### config.mk
export PLATFORM = sky130hd
export DESIGN_NAME = data_path
export DESIGN_NICKNAME = d
export VERILOG_FILES = /design/src/rtl/data_path.sv
export SDC_FILE = /design/constraint.sdc
export NUM_CORES = 1
export LEC_CHECK = 0
export CELL_PAD_IN_SITES_DETAIL_PLACEMENT = 0
export CELL_PAD_IN_SITES_GLOBAL_PLACEMENT = 1
export CORE_ASPECT_RATIO = 1.25
export CORE_UTILIZATION = 23
export CTS_BUF_LIST = sky130_fd_sc_hd__clkbuf_16
export DETAILED_ROUTE_END_ITERATION = 6
export HOLD_SLACK_MARGIN = 0.02
export PLACE_DENSITY_LB_ADDON = 0.1
export RECOVER_POWER = 25
export SYNTH_ARGS = -nofsm -noshare
export SYNTH_HDL_FRONTEND = slang
export SYNTH_SLANG_ARGS = --single-unit
### constraint.sdc
create_clock -name Clk -period 9.92 [get_ports Clk]
set_input_delay 2.976 -clock Clk [delete_from_list [all_inputs] [get_ports Clk]]
set_output_delay 2.976 -clock Clk [all_outputs]
set_load 0.02 [all_outputs]
### src/rtl/data_path.sv
// -----------------------------------------------------------------------------
// data_path
//
// 8-bit CPU datapath sitting directly under the control unit. Holds the
// instruction register, memory address register, program counter, the A and B
// accumulators and the condition code register. Two internal buses feed the
// registers and the ALU; all sequencing is done by the control unit, this
// block only routes and stores.
//
// Ports
//   Clk          in   clock, all state updates on the rising edge
//   Reset        in   synchronous active-high reset, clears every register
//   IR_Load      in   IR  <= Bus2
//   MAR_Load     in   MAR <= Bus2
//   PC_Load      in   PC  <= Bus2 (wins over PC_Inc)
//   PC_Inc       in   PC  <= PC + 1 (wraps)
//   A_Load       in   A   <= Bus2
//   B_Load       in   B   <= Bus2
//   CCR_Load     in   CCR <= flags of the current ALU result
//   ALU_Sel      in   [2:0] ALU opcode
//   Bus1_Sel     in   [1:0] 00 PC, 01 A, 10 B, 11 zero
//   Bus2_Sel     in   [1:0] 00 ALU result, 01 Bus1, 10 from_memory, 11 zero
//   from_memory  in   [7:0] memory read data
//   address      out  [7:0] MAR
//   to_memory    out  [7:0] Bus1 (combinational)
//   IR           out  [7:0] instruction register
//   CCR_Result   out  [3:0] {V,N,Z,C}
// -----------------------------------------------------------------------------
module data_path (
  input  logic       Clk,
  input  logic       Reset,
  input  logic       IR_Load,
  input  logic       MAR_Load,
  input  logic       PC_Load,
  input  logic       PC_Inc,
  input  logic       A_Load,
  input  logic       B_Load,
  input  logic       CCR_Load,
  input  logic [2:0] ALU_Sel,
  input  logic [1:0] Bus1_Sel,
  input  logic [1:0] Bus2_Sel,
  input  logic [7:0] from_memory,
  output logic [7:0] address,
  output logic [7:0] to_memory,
  output logic [7:0] IR,
  output logic [3:0] CCR_Result
);

  // ALU opcodes
  localparam logic [2:0] OP_XOR = 3'b000;
  localparam logic [2:0] OP_NOT = 3'b001;
  localparam logic [2:0] OP_ADD = 3'b010;
  localparam logic [2:0] OP_SUB = 3'b011;
  localparam logic [2:0] OP_AND = 3'b100;
  localparam logic [2:0] OP_OR  = 3'b101;
  localparam logic [2:0] OP_INC = 3'b110;
  localparam logic [2:0] OP_DEC = 3'b111;

  logic [7:0] ir_q,  ir_d;
  logic [7:0] mar_q, mar_d;
  logic [7:0] pc_q,  pc_d;
  logic [7:0] a_q,   a_d;
  logic [7:0] b_q,   b_d;
  logic [3:0] ccr_q, ccr_d;

  logic [7:0] bus1;
  logic [7:0] bus2;

  logic [7:0] alu_y;      // effective second operand (B, or 1 for inc/dec)
  logic [8:0] alu_r;      // bit 8 carries carry-out / borrow
  logic [7:0] alu_result;
  logic       flag_v;
  logic       flag_c;
  logic       flag_n;
  logic       flag_z;

  // ---------------------------------------------------------------------------
  // Buses
  // ---------------------------------------------------------------------------
  always_comb begin
    bus1 = 8'h00;
    unique case (Bus1_Sel)
      2'b00:   bus1 = pc_q;
      2'b01:   bus1 = a_q;
      2'b10:   bus1 = b_q;
      default: bus1 = 8'h00;
    endcase
  end

  always_comb begin
    bus2 = 8'h00;
    unique case (Bus2_Sel)
      2'b00:   bus2 = alu_result;
      2'b01:   bus2 = bus1;
      2'b10:   bus2 = from_memory;
      default: bus2 = 8'h00;
    endcase
  end

  // ---------------------------------------------------------------------------
  // ALU: X = Bus1, Y = B (or the constant 1 for increment/decrement)
  // ---------------------------------------------------------------------------
  always_comb begin
    alu_y  = ((ALU_Sel == OP_INC) || (ALU_Sel == OP_DEC)) ? 8'h01 : b_q;
    alu_r  = 9'h000;
    flag_v = 1'b0;
    flag_c = 1'b0;
    unique case (ALU_Sel)
      OP_XOR:  alu_r = {1'b0, bus1 ^ alu_y};
      OP_NOT:  alu_r = {1'b0, ~bus1};
      OP_AND:  alu_r = {1'b0, bus1 & alu_y};
      OP_OR:   alu_r = {1'b0, bus1 | alu_y};
      OP_ADD, OP_INC: begin
        alu_r  = {1'b0, bus1} + {1'b0, alu_y};
        flag_c = alu_r[8];
        flag_v = (bus1[7] == alu_y[7]) && (alu_r[7] != bus1[7]);
      end
      default: begin // OP_SUB, OP_DEC
        // 9-bit subtraction: bit 8 is set exactly when X < Y' unsigned.
        alu_r  = {1'b0, bus1} - {1'b0, alu_y};
        flag_c = alu_r[8];
        flag_v = (bus1[7] != alu_y[7]) && (alu_r[7] != bus1[7]);
      end
    endcase
    alu_result = alu_r[7:0];
    flag_n     = alu_r[7];
    flag_z     = (alu_r[7:0] == 8'h00);
  end

  // ---------------------------------------------------------------------------
  // Next-state for the register file
  // ---------------------------------------------------------------------------
  always_comb begin
    ir_d  = IR_Load  ? bus2 : ir_q;
    mar_d = MAR_Load ? bus2 : mar_q;
    a_d   = A_Load   ? bus2 : a_q;
    b_d   = B_Load   ? bus2 : b_q;
    ccr_d = CCR_Load ? {flag_v, flag_n, flag_z, flag_c} : ccr_q;
    // A direct load beats increment so jumps are never off by one.
    if (PC_Load) begin
      pc_d = bus2;
    end else if (PC_Inc) begin
      pc_d = pc_q + 8'd1;
    end else begin
      pc_d = pc_q;
    end
  end

  always_ff @(posedge Clk) begin
    if (Reset) begin
      ir_q  <= 8'h00;
      mar_q <= 8'h00;
      pc_q  <= 8'h00;
      a_q   <= 8'h00;
      b_q   <= 8'h00;
      ccr_q <= 4'h0;
    end else begin
      ir_q  <= ir_d;
      mar_q <= mar_d;
      pc_q  <= pc_d;
      a_q   <= a_d;
      b_q   <= b_d;
      ccr_q <= ccr_d;
    end
  end

  assign address    = mar_q;
  assign to_memory  = bus1;
  assign IR         = ir_q;
  assign CCR_Result = ccr_q;

endmodule

---- Word level (Yosys, flattened, before mapping) ----
Cells that the tools add are included.
word-level totals
  flip-flop bits (word level) ............. 44
  input bits .............................. 24
  output and inout port bits .............. 28
  word-level logic and storage cells ...... 45
cells by class
  $add $sub $neg .......................... 3
  equal/unequal tests ..................... 14
  muxes and demuxes ....................... 8
  bitwise logic cells ..................... 4
  reduce and logical (&&, ||, !) cells .... 10
operators by type and width
  cell                   number
  $pmux W8 S3            2
  $pmux W8 S5            1
  $mux W8                3
  $eq A3 B3 Y1 const B   4
  $add A8 B8 Y9          1
  $sub A8 B8 Y9          1
  $add A8 B1 Y8 const B  1
  $and A8 B8 Y8          1
  $logic_not A8 Y1       1
  $not A8 Y8             1
  $or A8 B8 Y8           1
  $xor A8 B8 Y8          1
  $eq A2 B1 Y1 const B   2
  $eq A2 B2 Y1 const B   2
  $logic_not A2 Y1       2
  $pmux W1 S2            2
  $reduce_or A4 Y1       1
  $eq A3 B1 Y1 const B   1
  $eq A3 B2 Y1 const B   1
  $logic_not A3 Y1       1
  $ne A1 B1 Y1           3
  $logic_and A1 B1 Y1    2
  $reduce_bool A2 Y1     1
  $reduce_or A2 Y1       1
  other kinds (2)        2

---- Logic depth before layout (Yosys ltp) ----
Gate-level depths: netlist of run 1.
  depth in word-level cells ............... 7
  depth in mapped cells ................... 15

---- Worst setup path after synthesis of run 1 ----
Ideal clock, no wire load.
  path kind ............................... in2out
  start point ............................. input port Bus1_Sel[1]
  end point ............................... output port to_memory[1]
  arrival time ............................ 3.948 ns
  setup slack ............................. 2.996 ns
  stages on the path ...................... 4
  path buffers ............................ 2
  cells stage by stage .................... buf_6 > buf_6 > mux2i_1 > o2bb2ai_1
between the ends
  longest elaborated chain between the ends .. 2
  elaborated cells between the ends (all ways) .. 4
  those cells by class .................... eq/ne: 2; mux: 1; reduce/logical: 1
RTL lines
  element                                     RTL line  text
  start: declaration                          40        input logic [1:0] Bus1_Sel,
  $eq A2 B2 Y1, or another cell as far along  82        unique case (Bus1_Sel)
  $pmux W8 S3 *                               82
  end: declaration                            44        output logic [7:0] to_memory,
Mark *: on every way between the ends. The rest lies on a longest branch, timed or not.

---- Worst setup path in the final report of run 1 ----
Ends and elaborated chain as after synthesis.

==> impl_metrics.csv, run 1 <==
group,metric,value,unit
layout,fillers,1610,
routing,finalWirelength,11000,um
sta,fin_hold_ws,0.489,ns
power,switching_share,0.326,
placed_design,dp_hpwl,8550,um
setup_path,crit_path_max_fanout,14,
setup_path,crit_arrival,5.66,ns
cts,htreeDepth,2,
global_routing,grt_use_total,0.144,
cts,cts.sinks,44,
logic_synthesis,synthCells,426,
layout,drive_gt1_frac,0.102,
power,ir_worst_vdd,0.0992,mV
global_routing,grt_max_degree,47,
global_routing,grt_pass1_vias,3181,
sta,rsz0062_at_grt,"false",
setup_path,critical_path_class,"in -> out",
cts,cts.path.max_buffers,2,
layout,layout_common_cells,"nor2_1, dfxtp_1, nand2_1",
sta,hold_viol_final,0,
placed_design,portBuffers,51,
layout,final_common_cell,"nor2_1",
logic_synthesis,ys_warn_count,0,
sta,layout_min_cycle_time,8.63,ns
sta,setup_tns,0,ns
cts,cts_buffers,5,
layout,n_antenna_cell,0,
routing,ant_nets,0,
routing,drc,0,
hold_path,hold_class,"reg -> reg",
floorplanning,core-area,15000,sq um
cts,path_clk_slew,0.06,ns
sta,clock_skew,0.00436,ns
floorplanning,io_pins,52,
logic_synthesis,syn_area,3520,sq um
setup_path,cp-start-kind,"input pin",
logic_synthesis,synth_nets,475,
floorplanning,die_y,140,um
logic_synthesis,synth_cell_types,75,
routing,wire_per_inst,17.1,um
placed_design,place.gp.congestion,0.747,
layout,area_growth,22.3,%
run_status,status,"complete, no violations",
cts,cts_hold_buf,0,
cts,clk_latency,0.29,ns
power,pwr-share-clk,0.323,
power,leakage,0.00173,uW
sta,fmax,0.116,GHz
cts,cts_setup_buffers,0,
floorplanning,die_w,113,um
setup_path,cp-end-kind,"output port",
sta,finalSetupViolCount,0,
cts,cts-root-buf,"clkbuf_16",
logic_synthesis,synth_edf_count,0,
sta,slew_headroom,0.363,
power,switchingPower,186,uW
cts,cts_resized,0,
logic_synthesis,syn_avg_cell_area,8.27,sq um
run,cap_violations,0,
floorplanning,start_util,0.236,
logic_synthesis,ys_async_sr_fraction,0,
sta,max_slew.worst_pin.slew,0.955,ns
power,seqPwrFrac,0.350,
global_routing,antenna_found_initial,0,
routing,first_pass_iters,6,
floorplanning,die_area,15800,sq um
floorplanning,placement_rows,50,
layout,nets,509,
logic_synthesis,yosysSeqAreaShare,0.250,
power,powerDensity,133,nW/um^2
setup_path,required,6.94,ns
logic_synthesis,synth_seq_cells,44,
power,p_comb_frac,0.327,
routing,vias_per_cell,4.92,
routing,drt_iter0_drc,109,
sta,finalMaxSlewViolations,0,
routing,num_vias,3161,
global_routing,grt_overflow,0,
sta,period_share,0.870,
cts,cts_tree,"yes",
logic_synthesis,ys.flop_type,"dfxtp_1",
global_routing,grt_pass1_wl,17600,um
power,intPower,385,uW
-- per-stage QoR --
stage               std cells  instance area (sq um)  total power (uW)   util  setup WS, ns
floorplan                 426                   3520               332      -          3.00
global placement          635                   4150               395  0.277          1.30
detailed placement        635                   4150               393  0.277          1.24
CTS                       643                   4310               582  0.288          1.23
global route              643                   4310               609  0.288          1.15
finish                    643                   4310               571  0.288          1.29
-- Yosys cell counts (3+ instances only) --
master	count	area, sq um
buf_6	3	33.8
xnor2_1	12	105
nor2b_1	10	62.6
o31ai_1	6	45.0
o211ai_1	4	30.0
xor2_1	3	26.3
a211oi_2	10	125
ha_1	23	288
buf_2	10	50.1
a211oi_1	29	218
o21ai_1	4	20.0
nand3_1	5	25.0
a31oi_1	3	18.8
mux2i_1	18	180
nand2_1	33	124
o21ai_0	12	60.1
dfxtp_1	44	881
nand2b_1	8	50.1
inv_2	4	15.0
nand4_1	7	43.8
inv_1	19	71.3
and3_1	3	18.8
clkbuf_1	13	48.8
a21oi_1	14	70.1
nor3_1	3	15.0
nor2_1	63	236
-- logic make-up after synthesis --
| group | after synthesis | synth area share |
|---|---|---|
| multiplexers | 20 | 0.0575 |
| flip-flops | 44 | 0.250 |
| AO/OA/AOI/OAI | 124 | 0.297 |
| buffers and inverters | 51 | 0.0643 |
| XOR/XNOR | 15 | 0.0373 |
| adder cells (fa/ha/maj) | 25 | 0.0931 |
| AND/OR/NAND/NOR | 147 | 0.201 |
-- final cells by class --
cell class | count | area [sq um] | share of cell area
Multi-Input combinational cell | 331 | 2410 | 0.560
Clock buffer | 5 | 125 | 0.0290
Timing Repair Buffer | 55 | 536 | 0.124
Tap cell | 182 | 228 | 0.0528
Sequential cell | 44 | 881 | 0.204
Inverter | 23 | 86.3 | 0.0200
Clock inverter | 3 | 38.8 | 0.00900
-- power groups by stage --
stage	Sequential [uW]	Clock (uW)	Combinational, uW
final	200	184	187
after global routing	202	200	207
after CTS	200	192	190
after detailed placement	204	0	189
after global placement	204	0	191
after floorplan	208	0	124
-- flip-flops by register name, indices dropped and copies added (netlist names) --
register / flops
IR: 8
a_q: 8
address: 8
b_q: 8
pc_q: 8
CCR_Result: 4
-- worst max-delay path, cell delays in order --
cell	delay (ns)
clkdlybuf4s50_1	0.77
nor2b_1	0.77
o2bb2ai_1	0.40
clkdlybuf4s50_1	0.73
-- path summary, 6_finish.rpt --
kind	startpoint	endpoint	slack, ns	cells after the start
max reg2reg	pc_q[0]	a_q[6]	6.25	12
min reg2reg	IR[1]	IR[1]	0.49	2
min	IR[1]	IR[1]	0.49	2
max	Bus1_Sel[1]	to_memory[1]	1.29	4
-- routing by layer --
metal | part of all wire | wire length [um] | up-vias | global-route usage
li1 | - | - | 1613 | -
met1 | 0.45 | 4890 | 1477 | 0.174
met3 | 0.026 | 285 | 13 | 0.0143
met2 | 0.51 | 5540 | 58 | 0.261
met4 | 0.023 | 249 | 0 | 0.0540
met5 | 0 | 0 | - | 0
(Power assumes the default switching activity.)
==> run 2: changes to the inputs <==
Settings changed: ABC_AREA from default to 1.
==> impl_metrics.csv, run 2 <==
group,metric,value,unit
logic_synthesis,ys_async_sr_fraction,0,
routing,vias_per_cell,4.50,
routing,drc,2,
logic_synthesis,synth_seq_cells,44,
placed_design,place.gp.congestion,0.822,
logic_synthesis,ys.flop_type,"dfxtp_1",
layout,fin_util,0.295,
logic_synthesis,yosys.cell_count.top_type,"nand2_1",
layout,multi_input_area,2110,sq um
power,p_comb_frac,0.328,
sta,finalMaxSlewViolations,0,
cts,cts_hold_buf,0,
global_routing,grt_use_met3,0.0210,
setup_path,cp-end-kind,"output port",
cts,clk_latency,0.29,ns
cts,htreeDepth,2,
cts,cts_tree,"yes",
cts,cts-root-buf,"clkbuf_16",
run_status,violations,"DRC",
global_routing,grt_use_total,0.156,
routing,drt_iter0_drc,181,
global_routing,grtUsageMet2,0.288,
setup_path,critical_path_class,"in -> out",
cts,cts.sinks,44,
global_routing,antenna_found_initial,0,
placed_design,dp_hpwl,9470,um
sta,period_share,0.803,
logic_synthesis,yosys.area.top_type,"dfxtp_1",
layout,fillers,1624,
layout,nets,644,
power,pwr-share-clk,0.301,
global_routing,grt-busiest-layer,"met2",
logic_synthesis,yosysTopAreaCellShare,0.256,
logic_synthesis,synth_nets,597,
global_routing,grt_pass1_wl,18900,um
layout,n_antenna_cell,0,
power,seqPwrFrac,0.371,
cts,cts.path.max_buffers,2,
cts,cts_resized,0,
global_routing,grt_overflow,0,
power,ir_worst_vdd,0.0789,mV
sta,max_slew.worst_pin.slew,0.888,ns
sta,finalSetupViolCount,0,
routing,wire_per_inst,14.9,um
layout,layout_common_cells,"nand2_1, inv_1, nor2_1",
cts,cts_buffers,5,
logic_synthesis,synthCells,548,
floorplanning,die_y,139,um
logic_synthesis,syn_avg_cell_area,6.29,sq um
sta,clock_skew,0.00486,ns
sta,slew_headroom,0.403,
power,powerDensity,125,nW/um^2
setup_path,crit_path_max_fanout,8,
sta,fin_hold_ws,0.479,ns
layout,final_common_cell,"nand2_1",
floorplanning,placement_rows,49,
sta,setup_tns,0,ns
layout,design_area,4280,sq um
logic_synthesis,syn_area,3450,sq um
power,leakage,0.00221,uW
floorplanning,start_util,0.237,
floorplanning,io_pins,52,
setup_path,cp-start-kind,"input pin",
placed_design,post-place-ws,1.94,ns
logic_synthesis,ys_warn_count,0,
power,intPower,346,uW
logic_synthesis,synth_area_leaders,"dfxtp_1, nand2_1, inv_1",
layout,seq_area,881,sq um
setup_path,required,6.94,ns
sta,hold_viol_final,0,
routing,ant_nets,0,
power,switching_share,0.355,
logic_synthesis,synthTopCellsByCount,"nand2_1, inv_1, nor2_1",
floorplanning,die_area,15500,sq um
routing,num_vias,3483,
placed_design,placed_area,4140,sq um
sta,rsz0062_at_grt,"false",
run,cap_violations,0,
sta,timing.final.ws_setup,1.95,ns
layout,drive_gt1_frac,0.0520,
global_routing,grt_pass1_vias,3530,
logic_synthesis,yosysSeqAreaShare,0.256,
global_routing,met1_usage,0.188,
run_status,status,"finished with violations",
cts,path_clk_slew,0.06,ns
sta,layout_min_cycle_time,7.97,ns
cts,cts_setup_buffers,0,
routing,finalWirelength,11500,um
hold_path,hold_class,"reg -> reg",
sta,fmax,0.126,GHz
logic_synthesis,synth_cell_types,35,
logic_synthesis,synth_edf_count,0,
layout,area_growth,24.2,%
floorplanning,die_w,111,um
placed_design,portBuffers,51,
power,switchingPower,190,uW
floorplanning,core-area,14500,sq um
global_routing,grt_max_degree,26,
routing,first_pass_iters,7,
setup_path,crit_arrival,4.99,ns
run 2: cell types whose count changed after synthesis, sizes merged, moves of 10 or more:
cell,before,now
nand3,5,59
a21oi,15,26
o21ai,17,29
o211ai,4,21
nand2,33,119
mux2i,18,0
inv,23,110
a211oi,39,0
buf,15,1
nor2b,10,0
xnor2,12,1
run 2: per-layer routing:
layer	vias up	routed length (um)
li1	1845	-
met1	1579	5110
met2	48	5970
met3	11	313
met4	0	135
met5	-	0
run 2: path summary, 6_finish.rpt:
check,to,startpoint,cells past startpoint,slack (ns)
max,to_memory[1],Bus1_Sel[0],5,1.95
min,CCR_Result[2],CCR_Result[2],2,0.48
max reg2reg,pc_q[1],pc_q[0],12,7.01
min reg2reg,CCR_Result[2],CCR_Result[2],2,0.48
run 2: through the flow:
| step | cells | power, uW |
|---|---|---|
| global placement | 766 | 384 |
| floorplan | 548 | 317 |
| CTS | 774 | 549 |
| finish | 774 | 536 |
| global route | 774 | 576 |
| detailed placement | 766 | 384 |
run 2: power by group through the flow:
stage / clock network [uW] / logic [uW] / registers, uW
detailed placement: 0 / 181 / 203
finish: 162 / 176 / 199
floorplan: 0 / 110 / 207
CTS: 168 / 181 / 199
global placement: 0 / 181 / 203
global route: 175 / 200 / 200
run 2: cell type report:
cell class	count	share of cell area
Clock buffer	5	0.0292
Tap cell	178	0.0520
Timing Repair Buffer	52	0.121
Clock inverter	3	0.00351
Multi-Input combinational cell	382	0.492
Sequential cell	44	0.206
Inverter	110	0.0965
run 2: worst max-delay path, cell delays in order:
cell and delay (ns):
clkdlybuf4s50_1 0.54, nor2_2 0.36, nand2_1 0.13, nand3_1 0.30, clkdlybuf4s50_1 0.68
run 2: cell families (layout without fill, tap and decap cells):
kind of cell | Yosys count | after routing | synth area share
AOI/OAI and AO/OA | 92 | 92 | 0.163
xor gates and xnor gates | 7 | 7 | 0.0178
adders and majority gates | 25 | 25 | 0.0951
buffers and inverters | 122 | 170 | 0.133
DFF | 44 | 44 | 0.256
and+or+nand+nor | 258 | 258 | 0.335
==> patch 1: new RTL, flow settings as in run 2 <==
Remove the case item `OP_ADD, OP_INC` of the case on `ALU_Sel`.
--- a/src/rtl/data_path.sv
+++ b/src/rtl/data_path.sv
@@ -110,11 +110,6 @@
       OP_NOT:  alu_r = {1'b0, ~bus1};
       OP_AND:  alu_r = {1'b0, bus1 & alu_y};
       OP_OR:   alu_r = {1'b0, bus1 | alu_y};
-      OP_ADD, OP_INC: begin
-        alu_r  = {1'b0, bus1} + {1'b0, alu_y};
-        flag_c = alu_r[8];
-        flag_v = (bus1[7] == alu_y[7]) && (alu_r[7] != bus1[7]);
-      end
       default: begin // OP_SUB, OP_DEC
         // 9-bit subtraction: bit 8 is set exactly when X < Y' unsigned.
         alu_r  = {1'b0, bus1} - {1'b0, alu_y};
Behaviour: not the same (a bounded check fails within 4 cycles, from zero or initial values and one cycle with Reset high).
==> patch 1 against run 2 <==
Register-to-register slack better by 0.38 ns. Area after synthesis shrank 5.0%. Highest routed layer unchanged. Wire length shrank 6.3%. Count of clock-buffer cells in the layout unchanged. Sequential cell count unchanged. Combinational power down 4%. Cell area down 3.7%. Critical path type unchanged. Worst setup slack better by 0.10 ns. Power grew 2.7%.
==> patch 1: results (changes against run 2) <==
| Metric | Value |
|---|---|
| #MultiIn Comb | `343 (-10%)` |
| Seq/total area | `0.214 (+0.00800)` |
| Final GP Congestion | `0.774 (-5.9%)` |
| Worst reg-to-reg setup slack | `7.39 ns (+0.38 ns)` |
| Peak VDD IR | `0.0773 mV (-2.1%)` |
| Largest net degree at the start of global routing | `25 (-3.8%)` |
| Layout Nets | `603 (-6.4%)` |
| Met2 routed WL | `5700 um (-4.4%)` |
| Pre-CTS setup slack | `2.04 ns (+0.0915 ns)` |
| Achievable frequency | `127 MHz (+1.3%)` |
| Clock skew | `0.00638 ns (+0.00152 ns)` |
| DRT iter0 DRCs | `119 (-34%)` |
| Clock-net power | `182 uW (+12%)` |
| Fin Hold WS | `0.470 ns (-0.00963 ns)` |
| Met1 Usage GRT | `0.185 (-0.00297)` |
| Footprint of the multi-input gates | `0.00194 mm^2 (-7.7%)` |
| GR Layer Usage met2 | `0.284 (-0.00337)` |
| Vias | `3241 (-6.9%)` |
| Syn Nets | `553 (-7.4%)` |
| Wl on met1 | `4610 um (-9.7%)` |
| Cells after synthesis | `503 (-8.2%)` |
| Synth top cells by count | `inv_1, nand2_1, nor2_1` |
| Dpl hpwl | `8840 um (-6.7%)` |
| Seq_cells | `44 (unchanged)` |
| Top cells by area, synth | `dfxtp_1, inv_1, nand2_1` |
| Status | `finished, final reports clean` |
| Net load switching power | `183 uW (-4.0%)` |
| Share of layout cells above drive strength 1 | `0.0707 (+0.0186)` |
| Inverters | `107 (-2.7%)` |
| First-pass GRT wire length | `17300 um (-8.3%)` |
| Register area share after synthesis | `0.269 (+0.0134)` |
| First drt pass iteration count | `4 (-3)` |
| Vias/cell | `4.46 (-0.93%)` |
| Via count of the first global-routing pass | `3200 (-9.3%)` |
| Clock-cell share of area | `0.0377 (+0.00492)` |
patch 1: logic make-up (layout without fill, tap and decap cells):
group	after synthesis	after routing	share of synthesized area
xor gates and xnor gates	6	6	0.0160
AOI/OAI and AO/OA	80	80	0.151
buffers and inverters	116	165	0.138
and+or+nand+nor	231	231	0.325
adders and majority gates	26	26	0.102
DFF	44	44	0.269
patch 1: worst paths after layout:
| path | startpoint | depth (start not counted) | to |
|---|---|---|---|
| setup / recovery | Bus1_Sel[1] | 5 | to_memory[1] |
| hold / removal | CCR_Result[0]$_SDFFE_PP0P_ | 2 | CCR_Result[0]$_SDFFE_PP0P_ |
| setup reg to reg | pc_q[0]$_SDFFE_PP0P_ | 15 | pc_q[6]$_SDFFE_PP0P_ |
| hold reg to reg | CCR_Result[0]$_SDFFE_PP0P_ | 2 | CCR_Result[0]$_SDFFE_PP0P_ |
==> patch 2: new RTL, settings of run 2 <==
Made on the original files. Take the reset off `ir_q` and load it in a clocked block of its own.
--- a/src/rtl/data_path.sv
+++ b/src/rtl/data_path.sv
@@ -148,20 +148,22 @@
 
   always_ff @(posedge Clk) begin
     if (Reset) begin
-      ir_q  <= 8'h00;
       mar_q <= 8'h00;
       pc_q  <= 8'h00;
       a_q   <= 8'h00;
       b_q   <= 8'h00;
       ccr_q <= 4'h0;
     end else begin
-      ir_q  <= ir_d;
       mar_q <= mar_d;
       pc_q  <= pc_d;
       a_q   <= a_d;
       b_q   <= b_d;
       ccr_q <= ccr_d;
     end
+  end
+
+  always_ff @(posedge Clk) begin
+    ir_q <= ir_d;
   end
 
   assign address    = mar_q;
Behaviour: not the same (a bounded check fails within 4 cycles, from zero or initial values and one cycle with Reset high).
==> patch 2 against run 2 <==
The flow still finishes with violations (DRC). Sequential cell count is the same. Area after synthesis fell by 2.3%. Global-route usage is 0.67 points higher. Via count shrank 3.2%. Worst setup slack better by 0.011 ns. Cell area decreased by 1.9%. Power shrank 0.23%. Wire length grew 1.3%. Largest cell class unchanged.
==> patch 2: results (changes against run 2) <==
| Metric | Value |
|---|---|
| Status | `finished, violations left` |
| Failing checks | `DRC` |
| Register area share after synthesis | `0.286 (+0.0299)` |
| Min-Delay Path Class | `reg -> reg` |
| Slew HR | `0.546 (+0.143)` |
| Total Routing Usage GR | `0.162 (+0.00672)` |
| Fin Hold WS | `0.483 ns (+0.00308 ns)` |
| Worst reg-to-reg setup slack | `7.06 ns (+0.05 ns)` |
| Share of layout cells above drive strength 1 | `0.0366 (-0.0154)` |
| Yosys warns | `0 (unchanged)` |
| Max clock buf depth | `2 (unchanged)` |
| WHS Path Cells | `2 (unchanged)` |
| Largest net degree at the start of global routing | `30 (+15%)` |
| Vias/cell | `4.49 (-0.22%)` |
| Initial antenna violation count | `0 (unchanged)` |
| R2r startpoint | `pc_q[0]$_SDFFE_PP0P_` |
| ANT cells | `0 (unchanged)` |
| Synth Flop Type | `dfxtp_1` |
| CP delay by family, top | `buffers and inverters` |
| FF-to-FF path depth | `16 (+4)` |
| Hold path endpoint | `address[3]$_SDFFE_PP0P_` |
| DRT iter0 DRCs | `149 (-18%)` |
| Layout Nets | `621 (-3.6%)` |
| Post-place instance area | `0.00406 mm^2 (-1.9%)` |
| Clock skew | `0.00529 ns (+0.000429 ns)` |
| Final GP Congestion | `0.868 (+5.6%)` |
| Vias | `3372 (-3.2%)` |
| Placed cells | `743 (-3.0%)` |
| Leak | `0.00212 uW (-4.1%)` |
| Peak VDD IR | `0.115 mV (+46%)` |
| CP max FO | `7 (-1)` |
| Post-synth cell types | `35 (unchanged)` |
| Post-CTS resize count | `0 (unchanged)` |
| Worst hold start | `address[3]$_SDFFE_PP0P_` |
| Switching share of power | `0.348 (-0.00721)` |
| Clock-pin transition on the worst setup and hold timing paths | `0.06 ns (about the same)` |
| Port Buffer Count | `51 (unchanged)` |
| Post-CTS Repair Setup Buffers | `0 (unchanged)` |
| Data arrival, critical path | `4.98 ns (about the same)` |
| Max stage delay on crit path | `roughly 0.67 ns` |
| Ys async rst share | `0 (unchanged)` |
| Syn Nets | `573 (-4.0%)` |
| Clock latency on the worst-skew pair | `0.29 ns (about the same)` |
| Top cells by area, synth | `dfxtp_1, nand2_1, inv_1` |
| Critical Path Slowest Stage Cell | `clkdlybuf4s50_1` |
| EDFF count, synth | `8 (+8)` |
| Fill cells | `1678 (+3.3%)` |
| Pre-CTS setup slack | `1.91 ns (-0.0309 ns)` |
| Dpl hpwl | `9570 um (+1.0%)` |
| TritonCTS Buffers | `5 (unchanged)` |
| FF-to-FF End | `address[6]$_SDFFE_PP0P_` |
| First drt pass iteration count | `6 (-1)` |
| CTS H-tree depth | `2 (unchanged)` |
| DRC | `2 (unchanged)` |
| Synth top cells by count | `nand2_1, inv_1, nor2_1` |
| Cells after synthesis | `524 (-4.4%)` |
| Detailed Route WL | `11700 um (+1.3%)` |
| Via count of the first global-routing pass | `3272 (-7.3%)` |
| First-pass GRT wire length | `18200 um (-3.9%)` |
patch 2: per-layer routing:
metal | up-vias | track usage | part of all wire
li1 | 1778 | - | -
met1 | 1519 | 0.195 | 0.43
met2 | 64 | 0.298 | 0.52
met3 | 11 | 0.0189 | 0.032
met4 | 0 | 0.0512 | 0.019
met5 | - | 0 | 0
patch 2: final cells by class:
class | instances | area (um^2) | area share
Sequential cell | 44 | 961 | 0.229
Timing Repair Buffer | 52 | 518 | 0.123
Tap cell | 178 | 223 | 0.0531
Inverter | 100 | 375 | 0.0894
Clock inverter | 3 | 11.3 | 0.00268
Multi-Input combinational cell | 369 | 1980 | 0.473
Clock buffer | 5 | 125 | 0.0298
patch 2: power by group through the flow:
stage | combinational [uW] | sequential, uW | clock, uW
after floorplan | 101 | 215 | 0
after global placement | 175 | 210 | 0
after detailed placement | 174 | 210 | 0
after CTS | 175 | 206 | 165
after global routing | 193 | 207 | 172
final | 170 | 206 | 159
patch 2: worst max-delay path by stage:
stage                 from           end  slack (ns)  cells after the start
3_5_place_dp   Bus1_Sel[0]  to_memory[1]        1.91                      6
5_1_grt        Bus1_Sel[0]  to_memory[1]        1.79                      6
3_3_place_gp   Bus1_Sel[0]  to_memory[1]        1.96                      6
6_report       Bus1_Sel[0]  to_memory[1]        1.97                      6
2_1_floorplan  Bus1_Sel[0]  to_memory[6]        3.35                      3
4_1_cts        Bus1_Sel[0]  to_memory[1]        1.91                      6
patch 2: cell families (layout without fill, tap and decap cells):
| kind of cell | after synthesis | after routing | synth area share |
|---|---|---|---|
| buf+inv | 111 | 160 | 0.125 |
| simple gates | 257 | 257 | 0.326 |
| compound gates | 80 | 80 | 0.148 |
| xor+xnor | 7 | 7 | 0.0182 |
| flops | 44 | 44 | 0.286 |
| fa+ha+maj | 25 | 25 | 0.0974 |
